## config.mk

```make
export PLATFORM = sky130hd
export DESIGN_NAME = rob_commit_queue
export DESIGN_NICKNAME = d
export VERILOG_FILES = /design/src/rtl/rob_commit_queue.sv
export SDC_FILE = /design/constraint.sdc
export NUM_CORES = 1
export LEC_CHECK = 0
export ABC_AREA = 1
export CAP_MARGIN = 20
export CORE_MARGIN = 2
export CORE_UTILIZATION = 55
export DETAILED_ROUTE_END_ITERATION = 8
export GPL_TIMING_DRIVEN = 0
export PLACE_DENSITY_LB_ADDON = 0.05
export RECOVER_POWER = 25
export SYNTH_ARGS = -nofsm -noshare
export SYNTH_HDL_FRONTEND = slang
export SYNTH_SLANG_ARGS = --single-unit
```

## constraint.sdc

```tcl
create_clock -name clk -period 8.4 [get_ports clk]
set_input_delay 2.52 -clock clk [delete_from_list [all_inputs] [get_ports clk]]
set_output_delay 2.52 -clock clk [all_outputs]
set_load 0.005 [all_outputs]
```

## src/rtl/rob_commit_queue.sv

```systemverilog
// Reorder buffer commit queue: circular buffer of in-flight instructions,
// dual allocate, dual writeback, branch flush marking and in-order dual commit.

// One ROB slot: status bits plus destination register payload.
module rob_entry #(
  parameter int L_ADDR_WIDTH = 5,
  parameter int P_ADDR_WIDTH = 5
) (
  input  logic                    clk,
  input  logic                    rst,
  input  logic                    alloc,
  input  logic [L_ADDR_WIDTH-1:0] wr_lreg,
  input  logic [P_ADDR_WIDTH-1:0] wr_preg,
  input  logic [P_ADDR_WIDTH-1:0] wr_ppreg,
  input  logic                    set_done,
  input  logic                    set_flush,
  input  logic                    clear,
  output logic                    valid,
  output logic                    done,
  output logic                    flushed,
  output logic [L_ADDR_WIDTH-1:0] lreg,
  output logic [P_ADDR_WIDTH-1:0] preg,
  output logic [P_ADDR_WIDTH-1:0] ppreg
);
  // Allocation starts a fresh entry; commit retires it; otherwise status bits only accumulate.
  always_ff @(posedge clk or posedge rst) begin
    if (rst) begin
      valid   <= 1'b0;
      done    <= 1'b0;
      flushed <= 1'b0;
      lreg    <= '0;
      preg    <= '0;
      ppreg   <= '0;
    end else if (alloc) begin
      valid   <= 1'b1;
      done    <= 1'b0;
      flushed <= 1'b0;
      lreg    <= wr_lreg;
      preg    <= wr_preg;
      ppreg   <= wr_ppreg;
    end else if (clear) begin
      valid   <= 1'b0;
      done    <= 1'b0;
      flushed <= 1'b0;
    end else if (valid) begin
      if (set_done)  done    <= 1'b1;
      if (set_flush) flushed <= 1'b1;
    end
  end
endmodule

module rob_commit_queue #(
  parameter int ROB_INDEX_BITS = 3,
  parameter int P_ADDR_WIDTH   = 5,
  parameter int L_ADDR_WIDTH   = 5
) (
  input  logic                      clk,
  input  logic                      rst,
  input  logic                      req_valid_1,
  input  logic                      req_valid_2,
  input  logic [L_ADDR_WIDTH-1:0]   req_lreg_1,
  input  logic [L_ADDR_WIDTH-1:0]   req_lreg_2,
  input  logic [P_ADDR_WIDTH-1:0]   req_preg_1,
  input  logic [P_ADDR_WIDTH-1:0]   req_preg_2,
  input  logic [P_ADDR_WIDTH-1:0]   req_ppreg_1,
  input  logic [P_ADDR_WIDTH-1:0]   req_ppreg_2,
  output logic [ROB_INDEX_BITS-1:0] ticket,
  output logic                      is_full,
  output logic                      two_empty,
  output logic                      overflow_err,
  input  logic                      wb_valid_1,
  input  logic                      wb_valid_2,
  input  logic [ROB_INDEX_BITS-1:0] wb_ticket_1,
  input  logic [ROB_INDEX_BITS-1:0] wb_ticket_2,
  input  logic                      flush_valid,
  input  logic [ROB_INDEX_BITS-1:0] flush_ticket,
  output logic                      commit_valid_1,
  output logic                      commit_valid_2,
  output logic [L_ADDR_WIDTH-1:0]   commit_ldst_1,
  output logic [L_ADDR_WIDTH-1:0]   commit_ldst_2,
  output logic [P_ADDR_WIDTH-1:0]   commit_pdst_1,
  output logic [P_ADDR_WIDTH-1:0]   commit_pdst_2,
  output logic [P_ADDR_WIDTH-1:0]   commit_ppdst_1,
  output logic [P_ADDR_WIDTH-1:0]   commit_ppdst_2,
  output logic                      commit_flushed_1,
  output logic                      commit_flushed_2
);
  localparam int DEPTH = 1 << ROB_INDEX_BITS;
  localparam int CW    = ROB_INDEX_BITS + 1;

  logic [ROB_INDEX_BITS-1:0] head, tail, head1, tail1, fage;
  logic [CW-1:0]             count;
  logic                      alloc1, alloc2;
  logic [1:0]                n_alloc, n_commit;

  logic [DEPTH-1:0]                   ent_v, ent_d, ent_f;
  logic [DEPTH-1:0][L_ADDR_WIDTH-1:0] ent_lreg;
  logic [DEPTH-1:0][P_ADDR_WIDTH-1:0] ent_preg, ent_ppreg;

  assign head1     = head + ROB_INDEX_BITS'(1);
  assign tail1     = tail + ROB_INDEX_BITS'(1);
  assign ticket    = tail;
  assign is_full   = (count == CW'(DEPTH));
  assign two_empty = (count <= CW'(DEPTH - 2));

  // Flush wins over allocation; slot 2 needs room for both so it never skips slot 1.
  assign alloc1   = req_valid_1 & ~is_full & ~flush_valid;
  assign alloc2   = req_valid_2 & two_empty & ~flush_valid;
  assign n_alloc  = {1'b0, alloc1} + {1'b0, alloc2};

  // Commit looks only at registered entry state, so it sees the pre-edge picture.
  assign commit_valid_1 = ent_v[head] & (ent_d[head] | ent_f[head]);
  assign commit_valid_2 = commit_valid_1 & ent_v[head1] & (ent_d[head1] | ent_f[head1]);
  assign n_commit       = {1'b0, commit_valid_1} + {1'b0, commit_valid_2};

  assign commit_ldst_1    = commit_valid_1 ? ent_lreg[head]   : '0;
  assign commit_pdst_1    = commit_valid_1 ? ent_preg[head]   : '0;
  assign commit_ppdst_1   = commit_valid_1 ? ent_ppreg[head]  : '0;
  assign commit_flushed_1 = commit_valid_1 & ent_f[head];
  assign commit_ldst_2    = commit_valid_2 ? ent_lreg[head1]  : '0;
  assign commit_pdst_2    = commit_valid_2 ? ent_preg[head1]  : '0;
  assign commit_ppdst_2   = commit_valid_2 ? ent_ppreg[head1] : '0;
  assign commit_flushed_2 = commit_valid_2 & ent_f[head1];

  // Age relative to head turns "younger than the branch" into a plain compare.
  assign fage = flush_ticket - head;

  for (genvar i = 0; i < DEPTH; i++) begin : g_ent
    localparam int unsigned II = i;
    localparam logic [ROB_INDEX_BITS-1:0] IDX = ROB_INDEX_BITS'(II);
    logic [ROB_INDEX_BITS-1:0] age;
    logic sel1, sel2;
    assign age  = IDX - head;
    assign sel1 = alloc1 && (tail == IDX);
    assign sel2 = alloc2 && (tail1 == IDX);
    rob_entry #(.L_ADDR_WIDTH(L_ADDR_WIDTH), .P_ADDR_WIDTH(P_ADDR_WIDTH)) u_ent (
      .clk      (clk),
      .rst      (rst),
      .alloc    (sel1 | sel2),
      .wr_lreg  (sel2 ? req_lreg_2  : req_lreg_1),
      .wr_preg  (sel2 ? req_preg_2  : req_preg_1),
      .wr_ppreg (sel2 ? req_ppreg_2 : req_ppreg_1),
      .set_done ((wb_valid_1 && wb_ticket_1 == IDX) || (wb_valid_2 && wb_ticket_2 == IDX)),
      .set_flush(flush_valid && (age > fage)),
      .clear    ((commit_valid_1 && head == IDX) || (commit_valid_2 && head1 == IDX)),
      .valid    (ent_v[i]),
      .done     (ent_d[i]),
      .flushed  (ent_f[i]),
      .lreg     (ent_lreg[i]),
      .preg     (ent_preg[i]),
      .ppreg    (ent_ppreg[i])
    );
  end

  // Pointer, occupancy and sticky overflow bookkeeping.
  always_ff @(posedge clk or posedge rst) begin
    if (rst) begin
      head         <= '0;
      tail         <= '0;
      count        <= '0;
      overflow_err <= 1'b0;
    end else begin
      head  <= head + ROB_INDEX_BITS'(n_commit);
      tail  <= tail + ROB_INDEX_BITS'(n_alloc);
      count <= count + CW'(n_alloc) - CW'(n_commit);
      if ((req_valid_1 && is_full) || (req_valid_2 && !two_empty))
        overflow_err <= 1'b1;
    end
  end
endmodule

```

==> impl_metrics.py, run 1 <==
metrics = {
    "timing": {
        "fin_hold_ws_ps": 479,
        "worstMarginPinSlew_ps": 3370,
        "finalCritPeriodShare": 0.915,
        "rsz0062_at_grt": "false",
        "period_minus_slack_ps": 7690,
        "relSlewSlack": -1.25,
        "drv_slew": 128,
        "hold_violations": 0,
        "fin_skew_ps": 10.2,
        "finalSetupViolCount": 0,
        "fmaxAchievable_mhz": 130,
    },
    "pwr": {
        "p_per_area_nw_per_um2": 513,
        "finalPower_mw": 6.14,
        "peakVddDrop_uv": 330,
        "power_leakage_nw": 5.70,
    },
    "placement": {
        "placed_cells": 1702,
        "post-dp-hpwl_um": 28300,
        "portBuffers": 85,
        "globalplace.congestion": 1.00,
    },
    "yosys": {
        "synth_cell_types": 30,
        "syn_area_per_cell_um2": 7.35,
        "ys_ff_latch": 155,
        "yosysWarnings": 0,
        "netlist_area_um2": 10200,
        "yosysSeqAreaShare": 0.380,
        "synth-async-reset-ratio": 1.00,
        "synthCells": 1387,
        "synth.net_count": 1475,
        "synth-edff-count": 0,
        "synth_ff_type": "dfrtp_1",
    },
    "die": {
        "die_x_um": 140,
        "initial_core_util": 0.564,
        "dieArea_um2": 19600,
        "dieHeight_um": 140,
        "rows": 49,
        "coreArea_um2": 18100,
        "io_pins": 86,
    },
    "clock_network": {
        "cts_buffer_depth": 2,
        "post_cts_resize_count": 0,
        "cts_tree": "built",
        "numCtsBuffers": 17,
        "cts_setup_buffers": 0,
        "ctsHoldBuffers": 0,
        "root_buffer": "clkbuf_16",
        "h-tree-depth": 4,
        "clock-sinks": 155,
        "clk_pin_slew_ps": 70,
        "insertion_delay_ps": 450,
    },
    "worst_setup_path": {
        "arrival_ps": 5170,
        "path_class": "reg2out",
        "worstPathRequired_ps": 5880,
        "cp-start-kind": "flip-flop",
        "crit_path_top_delay_cell": "clkbuf_1",
        "critical_path.max_fanout": 13,
        "path_common_cell": "buf_2",
        "end_kind": "primary output",
        "slowest_delay_ps": 730,
        "cp_cell_sequence": "inv_2, buf_2, buf_2, clkbuf_1, ha_1, buf_2, inv_2, buf_1, a21oi_1, o21ai_0, o21ai_0, nand2_1, nand2_1, nor2_1, clkdlybuf4s50_1",
    },
    "drt": {
        "vias_per_cell": 6.52,
        "drtIter0Drc": 1538,
        "ant_nets": 0,
        "vias": 11319,
        "drc_errors": 10,
        "first_pass_iters": 9,
        "routed_wl_um": 41500,
        "wl_per_cell_um": 23.9,
    },
    "global_routing": {
        "grt_pass1_wl_um": 62600,
        "grt_max_degree": 128,
        "grtUsageTotal": 0.423,
        "grt_pass1_vias": 10856,
        "antenna_found_initial": 0,
        "grt-ovfl-total": 0,
    },
    "cells_and_area": {
        "nets": 1580,
        "areaGrowthSynthToFinish_pct": 17.3,
        "fillCellCount": 1603,
        "mostFrequentLayoutCell": "nand2_1",
        "fin_cells": 1735,
        "drive_gt1_frac": 0.0551,
        "most-common-layout-cells": "nand2_1 (258), inv_1 (163), dfrtp_1 (155)",
    },
    "min_path": {
        "worst_hold_path_type": "reg2reg",
    },
    "run": {
        "maxCapViolations": 1,
    },
    "run_status": {
        "status": "complete, but fails checks",
        "violations": "DRC, capacitance limit, slew limit",
    },
}
logic make-up after synthesis:
group	after synthesis	share of synthesized area
flip-flops	155	0.380
adder cells (fa/ha/maj)	42	0.0552
AO/OA/AOI/OAI	416	0.254
buffers and inverters	259	0.101
AND/OR/NAND/NOR	508	0.204
XOR/XNOR	7	0.00601
state kept, by name (all words and copies together), names as in the netlist:
register / flops
overflow_err: 1
g_ent.u_ent.done: 8
ticket: 3
g_ent.u_ent.lreg: 40
g_ent.u_ent.preg: 40
g_ent.u_ent.ppreg: 40
head: 3
count: 4
g_ent.u_ent.flushed: 8
g_ent.u_ent.valid: 8
power by group:
group,internal (mW),switching (mW)
Combinational,1.42,2.52
Sequential,1.10,0.268
Clock,0.486,0.347
critical path, delay by kind of cell, from the launching register on:
family | cells | cell delay [ps]
AO/OA/AOI/OAI | 3 | 320
adder cells (fa/ha/maj) | 1 | 380
flip-flops | 1 | 540
AND/OR/NAND/NOR | 3 | 320
buffers and inverters | 8 | 3130
synthesized netlist by cell type (5+ instances only):
cell type  count  area [um2]
nand2_1      258         968
dfrtp_1      155        3880
nor2_1       145         544
ha_1          37         463
inv_2          8        30.0
a21oi_1      148         741
buf_1          9        33.8
o22ai_1        8        50.1
a211oi_1       5        37.5
inv_1        164         616
o21bai_1      10        75.1
nor3_1        11        55.1
nand3_1       72         360
o221ai_1     120        1050
o21ai_0      120         601
clkbuf_1      38         143
buf_2         34         170
fa_1           5         100
and3_1        15        93.8
stage by stage:
stage / util / setup TNS, ps / instance area, um2 / worst slack [ps]
finish: 0.661 / 0 / 12000 / 711
global route: 0.661 / 0 / 12000 / 691
CTS: 0.663 / 0 / 12000 / 1000
detailed placement: 0.629 / 0 / 11400 / 1400
global placement: 0.627 / -97400 / 11300 / -644
floorplan: - / 0 / 10200 / 1700
cell type report:
class | instances | area, um2 | share of cell area
multi-input cells | 973 | 5290 | 0.442
flip-flops and latches | 155 | 3880 | 0.324
repair buffers | 86 | 856 | 0.0715
inverters | 174 | 654 | 0.0547
clock buffers | 20 | 457 | 0.0382
plain buffers | 85 | 377 | 0.0315
well taps | 229 | 287 | 0.0240
clock inverters | 12 | 164 | 0.0137
diodes | 1 | 2.50 | 0.000209
metal layers:
metal | vias up | track usage | share of wire
met1 | 5218 | 0.567 | 0.39
met4 | 0 | 0.217 | 0.052
met5 | - | 0 | 0
met2 | 970 | 0.604 | 0.41
met3 | 171 | 0.151 | 0.15
li1 | 4960 | - | -
worst paths after layout:
kind | startpoint | to | slack (ps) | depth (start not counted)
max | head[0] | commit_pdst_2[0] | 710 | 15
min | overflow_err | overflow_err | 480 | 1
max reg2reg | head[0] | count[3] | 2710 | 22
min reg2reg | overflow_err | overflow_err | 480 | 1
max in group asynchronous | rst | g_ent[4].u_ent.ppreg[3] | 1780 | 3
min in group asynchronous | rst | ticket[2] | 2790 | 2
(Power assumes the default switching activity.)
==> run 2: changes to the inputs <==
--- a/config.mk
+++ b/config.mk
@@ -8,9 +8,10 @@
 export ABC_AREA = 1
 export CAP_MARGIN = 20
 export CORE_MARGIN = 2
-export CORE_UTILIZATION = 55
+export CORE_UTILIZATION = 59
 export DETAILED_ROUTE_END_ITERATION = 8
 export GPL_TIMING_DRIVEN = 0
+export HOLD_SLACK_MARGIN = 0.06
 export PLACE_DENSITY_LB_ADDON = 0.05
 export RECOVER_POWER = 25
 export SYNTH_ARGS = -nofsm -noshare
==> run 2 against run 1 <==
Compared with the run above:
- the flow finishes with violations (capacitance limit, slew limit)
- first-iteration DRC count is 21% higher
- critical path depth stayed put
- count of clock-buffer cells in the layout is 1 lower
- critical path type unchanged
==> impl_metrics.py, run 2 (same netlist as run 1, synthesis figures left out) <==
metrics = {
    "cells_and_area": {
        "areaGrowthSynthToFinish_pct": 17.3,
        "fillCellCount": 1428,
        "diodes": 0,
        "nets": 1580,
        "mostFrequentLayoutCell": "nand2_1",
        "fin_cells": 1730,
        "utilization": 0.699,
        "reg_top3": "g_ent.u_ent.lreg (40), g_ent.u_ent.ppreg (40), g_ent.u_ent.preg (40)",
        "drive_gt1_frac": 0.0545,
        "most-common-layout-cells": "nand2_1 (258), inv_1 (163), dfrtp_1 (155)",
    },
    "pwr": {
        "p_per_area_nw_per_um2": 511,
        "power_leakage_nw": 5.70,
        "peakVddDrop_uv": 291,
        "finalPower_mw": 6.12,
    },
    "clock_network": {
        "post_cts_resize_count": 0,
        "cts_setup_buffers": 0,
        "numCtsBuffers": 17,
        "cts_tree": "built",
        "insertion_delay_ps": 450,
        "clk_pin_slew_ps": 70,
        "clock-sinks": 155,
        "ctsHoldBuffers": 0,
        "h-tree-depth": 4,
        "root_buffer": "clkbuf_16",
        "cts_buffer_depth": 2,
    },
    "global_routing": {
        "grt-ovfl-total": 0,
        "grt_pass1_wl_um": 60000,
        "grtUsageTotal": 0.442,
        "grt_max_degree": 128,
        "antenna_found_initial": 0,
        "grt_pass1_vias": 10524,
    },
    "worst_setup_path": {
        "end_kind": "primary output",
        "worst-r2r-cell-count": 22,
        "path_class": "reg2out",
        "r2r_slack_ps": 2820,
        "worstPathRequired_ps": 5880,
        "arrival_ps": 5030,
        "cp-start-kind": "flip-flop",
        "crit_start": "head[0]",
        "endpoint": "commit_ppdst_2[2]",
        "r2r-end": "count[3]",
        "r2r-start": "head[0]",
        "critical_path.max_fanout": 13,
    },
    "timing": {
        "finalSetupViolCount": 0,
        "drv_slew": 128,
        "fmaxAchievable_mhz": 132,
        "worstMarginPinSlew_ps": 3340,
        "setup_tns_ps": 0,
        "period_minus_slack_ps": 7550,
        "rsz0062_at_grt": "false",
        "hold_violations": 0,
        "relSlewSlack": -1.23,
        "fin_skew_ps": 10.4,
        "finalCritPeriodShare": 0.899,
    },
    "die": {
        "initial_core_util": 0.596,
        "dieHeight_um": 135,
        "dieArea_um2": 18300,
        "die_x_um": 135,
        "io_pins": 86,
        "coreArea_um2": 17100,
        "rows": 48,
    },
    "placement": {
        "post-dp-hpwl_um": 27100,
        "globalplace.congestion": 1.05,
        "placed_cells": 1698,
        "portBuffers": 85,
    },
    "drt": {
        "ant_nets": 0,
        "vias": 11453,
        "first_pass_iters": 7,
        "routed_wl_um": 40000,
        "vias_per_cell": 6.62,
        "drc_errors": 0,
        "wl_per_cell_um": 23.1,
        "drtIter0Drc": 1859,
    },
    "min_path": {
        "worst_hold_path_type": "reg2reg",
    },
    "run_status": {
        "status": "complete, but fails checks",
        "violations": "capacitance limit, slew limit",
    },
    "run": {
        "maxCapViolations": 1,
    },
}
run 2: cell count changes in the layout (fill, tap and decap cells not counted):
cell        before  now
bufinv_16        3    4
clkbuf_1        39   40
clkbuf_8         2    0
clkinv_2         0    1
clkinv_4         4    2
clkinvlp_4       4    3
diode_2          1    0
inv_6            1    3
run 2: worst max-delay path, cell delays in order, from the launching register on:
cell             delay (ps)
dfrtp_1                 540
inv_2                   110
buf_2                   220
buf_2                   400
clkbuf_1                670
ha_1                    390
buf_2                   220
inv_2                   220
buf_1                   560
a21oi_1                 110
o21ai_0                 140
o21ai_0                 160
nand2_1                 100
nand2_1                  90
nor2_1                  120
clkdlybuf4s50_1         510
run 2: layout make-up:
class	count	area [um2]	share of cell area
flip-flops and latches	155	3880	0.324
clock buffers	19	433	0.0362
plain buffers	85	377	0.0315
clock inverters	13	191	0.0160
well taps	225	282	0.0235
inverters	174	654	0.0547
multi-input cells	973	5290	0.442
repair buffers	86	856	0.0716
run 2: per-stage QoR:
stage	instance area, um2	hold slack (ps)	setup slack, ps
2_1_floorplan	10200	459	1700
3_3_place_gp	11300	450	-596
3_5_place_dp	11400	457	1660
4_1_cts	12000	473	1140
5_1_grt	12000	508	820
6_report	12000	471	846
run 2: how the worst min path moves through the flow:
stage | from | end | slack, ps | depth (start not counted)
floorplan | g_ent[0].u_ent.lreg[0] | g_ent[0].u_ent.lreg[0] | 460 | 2
global placement | overflow_err | overflow_err | 450 | 1
detailed placement | overflow_err | overflow_err | 460 | 1
CTS | overflow_err | overflow_err | 470 | 1
global route | overflow_err | overflow_err | 510 | 1
finish | overflow_err | overflow_err | 470 | 1
run 2: where the power goes:
group / leakage (nW) / internal [mW] / total (mW) / switching, mW
logic: 3.49 / 1.42 / 3.91 / 2.49
registers: 1.92 / 1.10 / 1.36 / 0.262
clock network: 0.295 / 0.500 / 0.842 / 0.342
run 2: layer usage:
metal | track usage | up-vias | part of all wire
met2 | 0.627 | 1043 | 0.41
met4 | 0.227 | 0 | 0.060
met3 | 0.181 | 250 | 0.17
li1 | - | 4959 | -
met1 | 0.583 | 5201 | 0.36
met5 | 0 | - | 0
